<file path="src/rtl/sram_port_arbiter.sv">
// Round-robin arbiter sharing one external SRAM port between NUM_REQ clients.
// Registers the owner's access onto the pins and returns tagged read data after RD_LATENCY edges.
module sram_port_arbiter #(
    parameter int unsigned NUM_REQ    = 4,
    parameter int unsigned RD_LATENCY = 2,
    parameter int unsigned MAX_HOLD   = 0
) (
    input  logic                  Clock,
    input  logic                  Resetn,
    input  logic [NUM_REQ-1:0]    Req,
    input  logic [NUM_REQ-1:0]    Req_we_n,
    input  logic [NUM_REQ*18-1:0] Req_address,
    input  logic [NUM_REQ*16-1:0] Req_write_data,
    output logic [NUM_REQ-1:0]    Grant,
    output logic [NUM_REQ-1:0]    Rd_valid,
    output logic [15:0]           Rd_data,
    output logic [17:0]           SRAM_address,
    output logic [15:0]           SRAM_write_data,
    output logic                  SRAM_we_n,
    input  logic [15:0]           SRAM_read_data,
    output logic                  Busy
);

    localparam int unsigned IdW   = (NUM_REQ > 1) ? $clog2(NUM_REQ) : 1;
    localparam int unsigned HoldW = (MAX_HOLD > 0) ? $clog2(MAX_HOLD + 1) : 1;

    typedef enum logic {StArb, StOwn} state_e;

    state_e                state_q;
    logic [NUM_REQ-1:0]    grant_q;
    logic [NUM_REQ-1:0]    rd_valid_q;
    logic [NUM_REQ-1:0]    rd_valid_d;
    logic [NUM_REQ-1:0]    pick_oh;
    logic [NUM_REQ-1:0]    others;
    logic [IdW-1:0]        rr_ptr_q;
    logic [IdW-1:0]        pick;
    logic [IdW-1:0]        scan_idx;
    logic                  pick_valid;
    logic [HoldW-1:0]      hold_cnt_q;
    logic [HoldW-1:0]      hold_cnt_d;
    logic [RD_LATENCY-1:0] pipe_vld_q;
    logic [IdW-1:0]        pipe_id_q [RD_LATENCY];
    logic [15:0]           rd_data_q;
    logic [17:0]           sram_addr_q;
    logic [15:0]           sram_wdata_q;
    logic                  sram_we_n_q;
    logic [17:0]           addr_arr  [NUM_REQ];
    logic [15:0]           wdata_arr [NUM_REQ];
    logic                  access;
    logic                  own_we_n;
    logic                  force_rel;

    always_comb begin
        for (int unsigned k = 0; k < NUM_REQ; k++) begin
            addr_arr[k]  = Req_address[18*k +: 18];
            wdata_arr[k] = Req_write_data[16*k +: 16];
        end
    end

    // Scan upward from the slot after the last winner, wrapping once.
    always_comb begin
        pick_valid = 1'b0;
        pick       = '0;
        pick_oh    = '0;
        scan_idx   = '0;
        for (int unsigned i = 1; i <= NUM_REQ; i++) begin
            scan_idx = IdW'((32'(rr_ptr_q) + i) % NUM_REQ);
            if (!pick_valid && Req[scan_idx]) begin
                pick_valid        = 1'b1;
                pick              = scan_idx;
                pick_oh[scan_idx] = 1'b1;
            end
        end
    end

    // In StOwn rr_ptr_q names the owner, so it doubles as the access mux select.
    assign own_we_n = Req_we_n[rr_ptr_q];
    assign access   = (state_q == StOwn) && Req[rr_ptr_q];
    assign others   = Req & ~grant_q;

    // hold_cnt saturates so a late-arriving competitor still forces release on the next access.
    always_comb begin
        hold_cnt_d = hold_cnt_q;
        if (32'(hold_cnt_q) < MAX_HOLD) begin
            hold_cnt_d = hold_cnt_q + 1'b1;
        end
        force_rel = (MAX_HOLD != 0) && (|others) && (32'(hold_cnt_d) >= MAX_HOLD);
    end

    always_comb begin
        rd_valid_d = '0;
        rd_valid_d[pipe_id_q[RD_LATENCY-1]] = pipe_vld_q[RD_LATENCY-1];
    end

    always_ff @(posedge Clock or negedge Resetn) begin
        if (!Resetn) begin
            state_q      <= StArb;
            grant_q      <= '0;
            rr_ptr_q     <= IdW'(NUM_REQ - 1);
            hold_cnt_q   <= '0;
            pipe_vld_q   <= '0;
            for (int unsigned i = 0; i < RD_LATENCY; i++) begin
                pipe_id_q[i] <= '0;
            end
            rd_valid_q   <= '0;
            rd_data_q    <= '0;
            sram_addr_q  <= '0;
            sram_wdata_q <= '0;
            sram_we_n_q  <= 1'b1;
        end else begin
            pipe_vld_q[0] <= access & own_we_n;
            pipe_id_q[0]  <= rr_ptr_q;
            for (int unsigned i = 1; i < RD_LATENCY; i++) begin
                pipe_vld_q[i] <= pipe_vld_q[i-1];
                pipe_id_q[i]  <= pipe_id_q[i-1];
            end
            rd_valid_q <= rd_valid_d;
            if (pipe_vld_q[RD_LATENCY-1]) begin
                rd_data_q <= SRAM_read_data;
            end

            sram_we_n_q <= 1'b1;
            if (access) begin
                sram_addr_q  <= addr_arr[rr_ptr_q];
                sram_wdata_q <= wdata_arr[rr_ptr_q];
                sram_we_n_q  <= own_we_n;
            end

            case (state_q)
                StArb: begin
                    if (pick_valid) begin
                        grant_q    <= pick_oh;
                        rr_ptr_q   <= pick;
                        hold_cnt_q <= '0;
                        state_q    <= StOwn;
                    end
                end
                StOwn: begin
                    if (!access) begin
                        grant_q <= '0;
                        state_q <= StArb;
                    end else begin
                        hold_cnt_q <= hold_cnt_d;
                        if (force_rel) begin
                            grant_q <= '0;
                            state_q <= StArb;
                        end
                    end
                end
                default: state_q <= StArb;
            endcase
        end
    end

    assign Grant           = grant_q;
    assign Rd_valid        = rd_valid_q;
    assign Rd_data         = rd_data_q;
    assign SRAM_address    = sram_addr_q;
    assign SRAM_write_data = sram_wdata_q;
    assign SRAM_we_n       = sram_we_n_q;
    assign Busy            = (state_q != StArb) || (|pipe_vld_q);

endmodule

</file>
<file path="config.mk">
export PLATFORM = sky130hd
export DESIGN_NAME = sram_port_arbiter
export DESIGN_NICKNAME = d
export VERILOG_FILES = /design/src/rtl/sram_port_arbiter.sv
export SDC_FILE = /design/constraint.sdc
export NUM_CORES = 1
export LEC_CHECK = 0
export CAP_MARGIN = 5
export CORE_UTILIZATION = 39
export DETAILED_ROUTE_END_ITERATION = 10
export PLACE_DENSITY = 0.82
export RECOVER_POWER = 100
export SLEW_MARGIN = 20
export SYNTH_ARGS = -nofsm -noshare
export SYNTH_HDL_FRONTEND = slang
export SYNTH_SLANG_ARGS = --single-unit
export TNS_END_PERCENT = 20
</file>
<file path="constraint.sdc">
create_clock -name Clock -period 3.9 [get_ports Clock]
set_clock_uncertainty 0.15 [all_clocks]
set_input_delay 0.78 -clock Clock [delete_from_list [all_inputs] [get_ports Clock]]
set_output_delay 0.78 -clock Clock [all_outputs]
set_load 0.05 [all_outputs]
</file>
==> results.md <==
* Port buffer count at 221
* Total power at ~5.6 mW
* CTS Buffer Depth at 2
* Syn nets at 425
* Hold_ws at 0.198 ns
* Post-placement cell area at 6200 um^2
* Via Count at 3,138
* Pins Over Slew Limit at 46
* Die area at between 10,000 and 15,000 um^2
* Chip Width at 101 um
* Fillers at 705
* Min Tclk post-route at roughly 3.4 ns
* Number of remaining DRC errors at 0
* Synth-to-layout area growth at 66.3%
* Rows at 35
* Clock root buffer: clkbuf_8
* Remaining global-route overflow at 0
* Fin cells at 612
* Clk slew on worst S/H paths at roughly 0.070 ns
* Cell area after layout at 6420 um^2
* Post-synth top flop: dfrtp_1
* Slew headroom at -50.3%
* Syn Area/Cell at between 15 and 20 um^2
* FF-to-FF setup slack at 0.56 ns
* Ys async rst share at 100%
* Pwr dens at 878 nW/um^2
* Type of origin of the critical path: input port
* RSZ-0062 raised after global routing: no
* ANT cells at 0
* Starting DRT DRC Count at 98
* Synth Cell Area at 3860 um^2
* Drt via density at 5.13
* # setup viols final at 0
* Post-synth EDFFs at 0
* DP HPWL at 8.94 mm
* H-tree levels at 3
* Leak at about 2.6 nW
* Per-cell routed wire length at ~18 um
* Setup_tns at 0 ns
* Peak supply drop at approximately 0.00042 V
* Dpl ws at 0.579 ns
* Tightest Pin Transition at approximately 2.3 ns
* Max Fanout on Critical Path at 19
* Max Cap Violations at 1
* Number of global-route vias before repair at about 3,300
* Ys Warns at 0
* CORE AREA at 9420 um^2
* # Post-CTS Setup Buffers at 0
* Placed cells at between 500 and 600
* Synth unique cells at 36
* DRT Wirelength at 11.2 mm
* Failing checks: max-capacitance violations, max-slew violations
* Worst path required time at 3.95 ns
* Num CTS Buffers at 9
* Setup CP Type: in -> reg
* Met1 Track Usage GR at 25.1%
* Number of routed nets with antenna violations at 0
* Initial core utilization at 41.0%
* Initial antenna violation count at 0
* DIE HEIGHT at 101 um
* I/O pin count at 222
* RePlAce Congestion at 0.831
* GRT Total Usage at 22.3%
* Worst setup margin at around 0.47 ns
* Crit path capture type: flop
* Grt met3 use at 5.94%
* Share of the yosys chip area belonging to registers at 44.2%
* Post-layout util at 68.2%
* Post-cts sizing count at 0
* Yosys reg bits at a little under 70
* Achievable frequency at 292 MHz
* Met2 Track Usage GR at 41.1%
* Layout cells sized above 1 at around 25%
* First-pass GRT wire length at 17.0 mm
* Most common cell after layout, fill and taps aside: clkdlybuf4s50_1
* Final hold viol count at 0
* Top Usage Layer GRT: met2
* Clock Latency Late Sink at 0.33 ns
* Crit share post-route at 87.9%
* Mapped Cells at 255
* CTS tree: yes
* CTS Hold Bufs at 0
* Commonest cells after routing, fill and taps aside: clkdlybuf4s50_1 (160), dfrtp_1 (65), dlygate4sd3_1 (60), mux2_2 (54), mux4_2 (38)
* Data arrival time of the worst path at 3.48 ns
* # clock sinks at 68
* Layout net count at 648
* Status: finished with violations
* Hold Crit Class: reg -> reg
* Drt pass-1 iters at 4
* Largest net degree at the start of global routing at 46
-- registers in the layout (all words and copies together) (netlist names), 2 cells and up --
| register | cells |
|---|---|
| SRAM_write_data | 16 |
| SRAM_address | 18 |
| pipe_id_q | 4 |
| Rd_valid | 4 |
| Rd_data | 16 |
| rr_ptr_q | 2 |
| pipe_vld_q | 2 |
| Grant | 4 |
-- Yosys cell counts (2+ instances only) --
cell | instances | area share, %
ha_1 | 8 | 2.6
o21ai_0 | 4 | 0.52
buf_2 | 6 | 0.78
and3_1 | 2 | 0.32
a221oi_1 | 5 | 1.1
inv_1 | 2 | 0.19
clkbuf_1 | 6 | 0.58
mux2i_1 | 5 | 1.3
a22o_1 | 4 | 0.91
dfrtp_1 | 65 | 42
mux2_2 | 55 | 16
buf_4 | 3 | 0.58
nand2b_1 | 5 | 0.81
a31o_1 | 3 | 0.68
o22ai_1 | 4 | 0.65
nor2_1 | 6 | 0.58
mux4_2 | 38 | 22
a31o_2 | 2 | 0.45
nand2_1 | 12 | 1.2
dfstp_2 | 3 | 2.0
or2_2 | 2 | 0.32
-- worst paths after layout --
check / from / end / cells after the start
min in group asynchronous: Resetn / Rd_data[11] / 1
worst min-delay path: pipe_id_q[2] / pipe_id_q[0] / 0
worst min register to register: pipe_id_q[2] / pipe_id_q[0] / 0
worst max-delay path: Req[2] / SRAM_address[9] / 5
max in group asynchronous: Resetn / Rd_data[5] / 2
worst max register to register: rr_ptr_q[1] / SRAM_address[9] / 5
-- final cells by class --
cell class,instances,area [um^2],share of cell area [%]
Clock buffer,12,155,2.42
Clock inverter,4,95.1,1.48
Inverter,2,7.51,0.117
Multi-Input combinational cell,169,2050,32.0
Sequential cell,68,1710,26.6
Tap cell,129,161,2.51
Timing Repair Buffer,228,2240,34.9
-- metal layers --
metal	up-vias	part of all wire, %	wire, um
met5	-	0	0
met4	0	1.7	187
met3	16	5.3	600
met2	123	56	6250
met1	1553	37	4180
li1	1446	-	-
-- where the power goes --
group          switching (mW)  internal (mW)
clock                   0.253          0.459
combinational            2.09           1.55
sequential              0.204           1.08
-- critical path, cell delays in order --
cell             delay [ns]
clkdlybuf4s50_1        0.53
mux4_1                 0.65
nand2_1                0.64
clkbuf_1               0.47
mux2_2                 0.40
-- kinds of logic (layout without fill, tap and decap cells) --
logic type                 count (synthesis)  count (layout)  synth area share, %
muxes                                     99              99                 40.2
DFF                                       68              68                 44.2
and+or+nand+nor                           35              35                 5.35
adders and majority gates                  8               8                 2.59
buffers and inverters                     18             246                 2.43
xor gates and xnor gates                   1               1                0.227
AOI/OAI and AO/OA                         26              26                 5.02
Note: power is estimated with default switching activity, not from simulation.
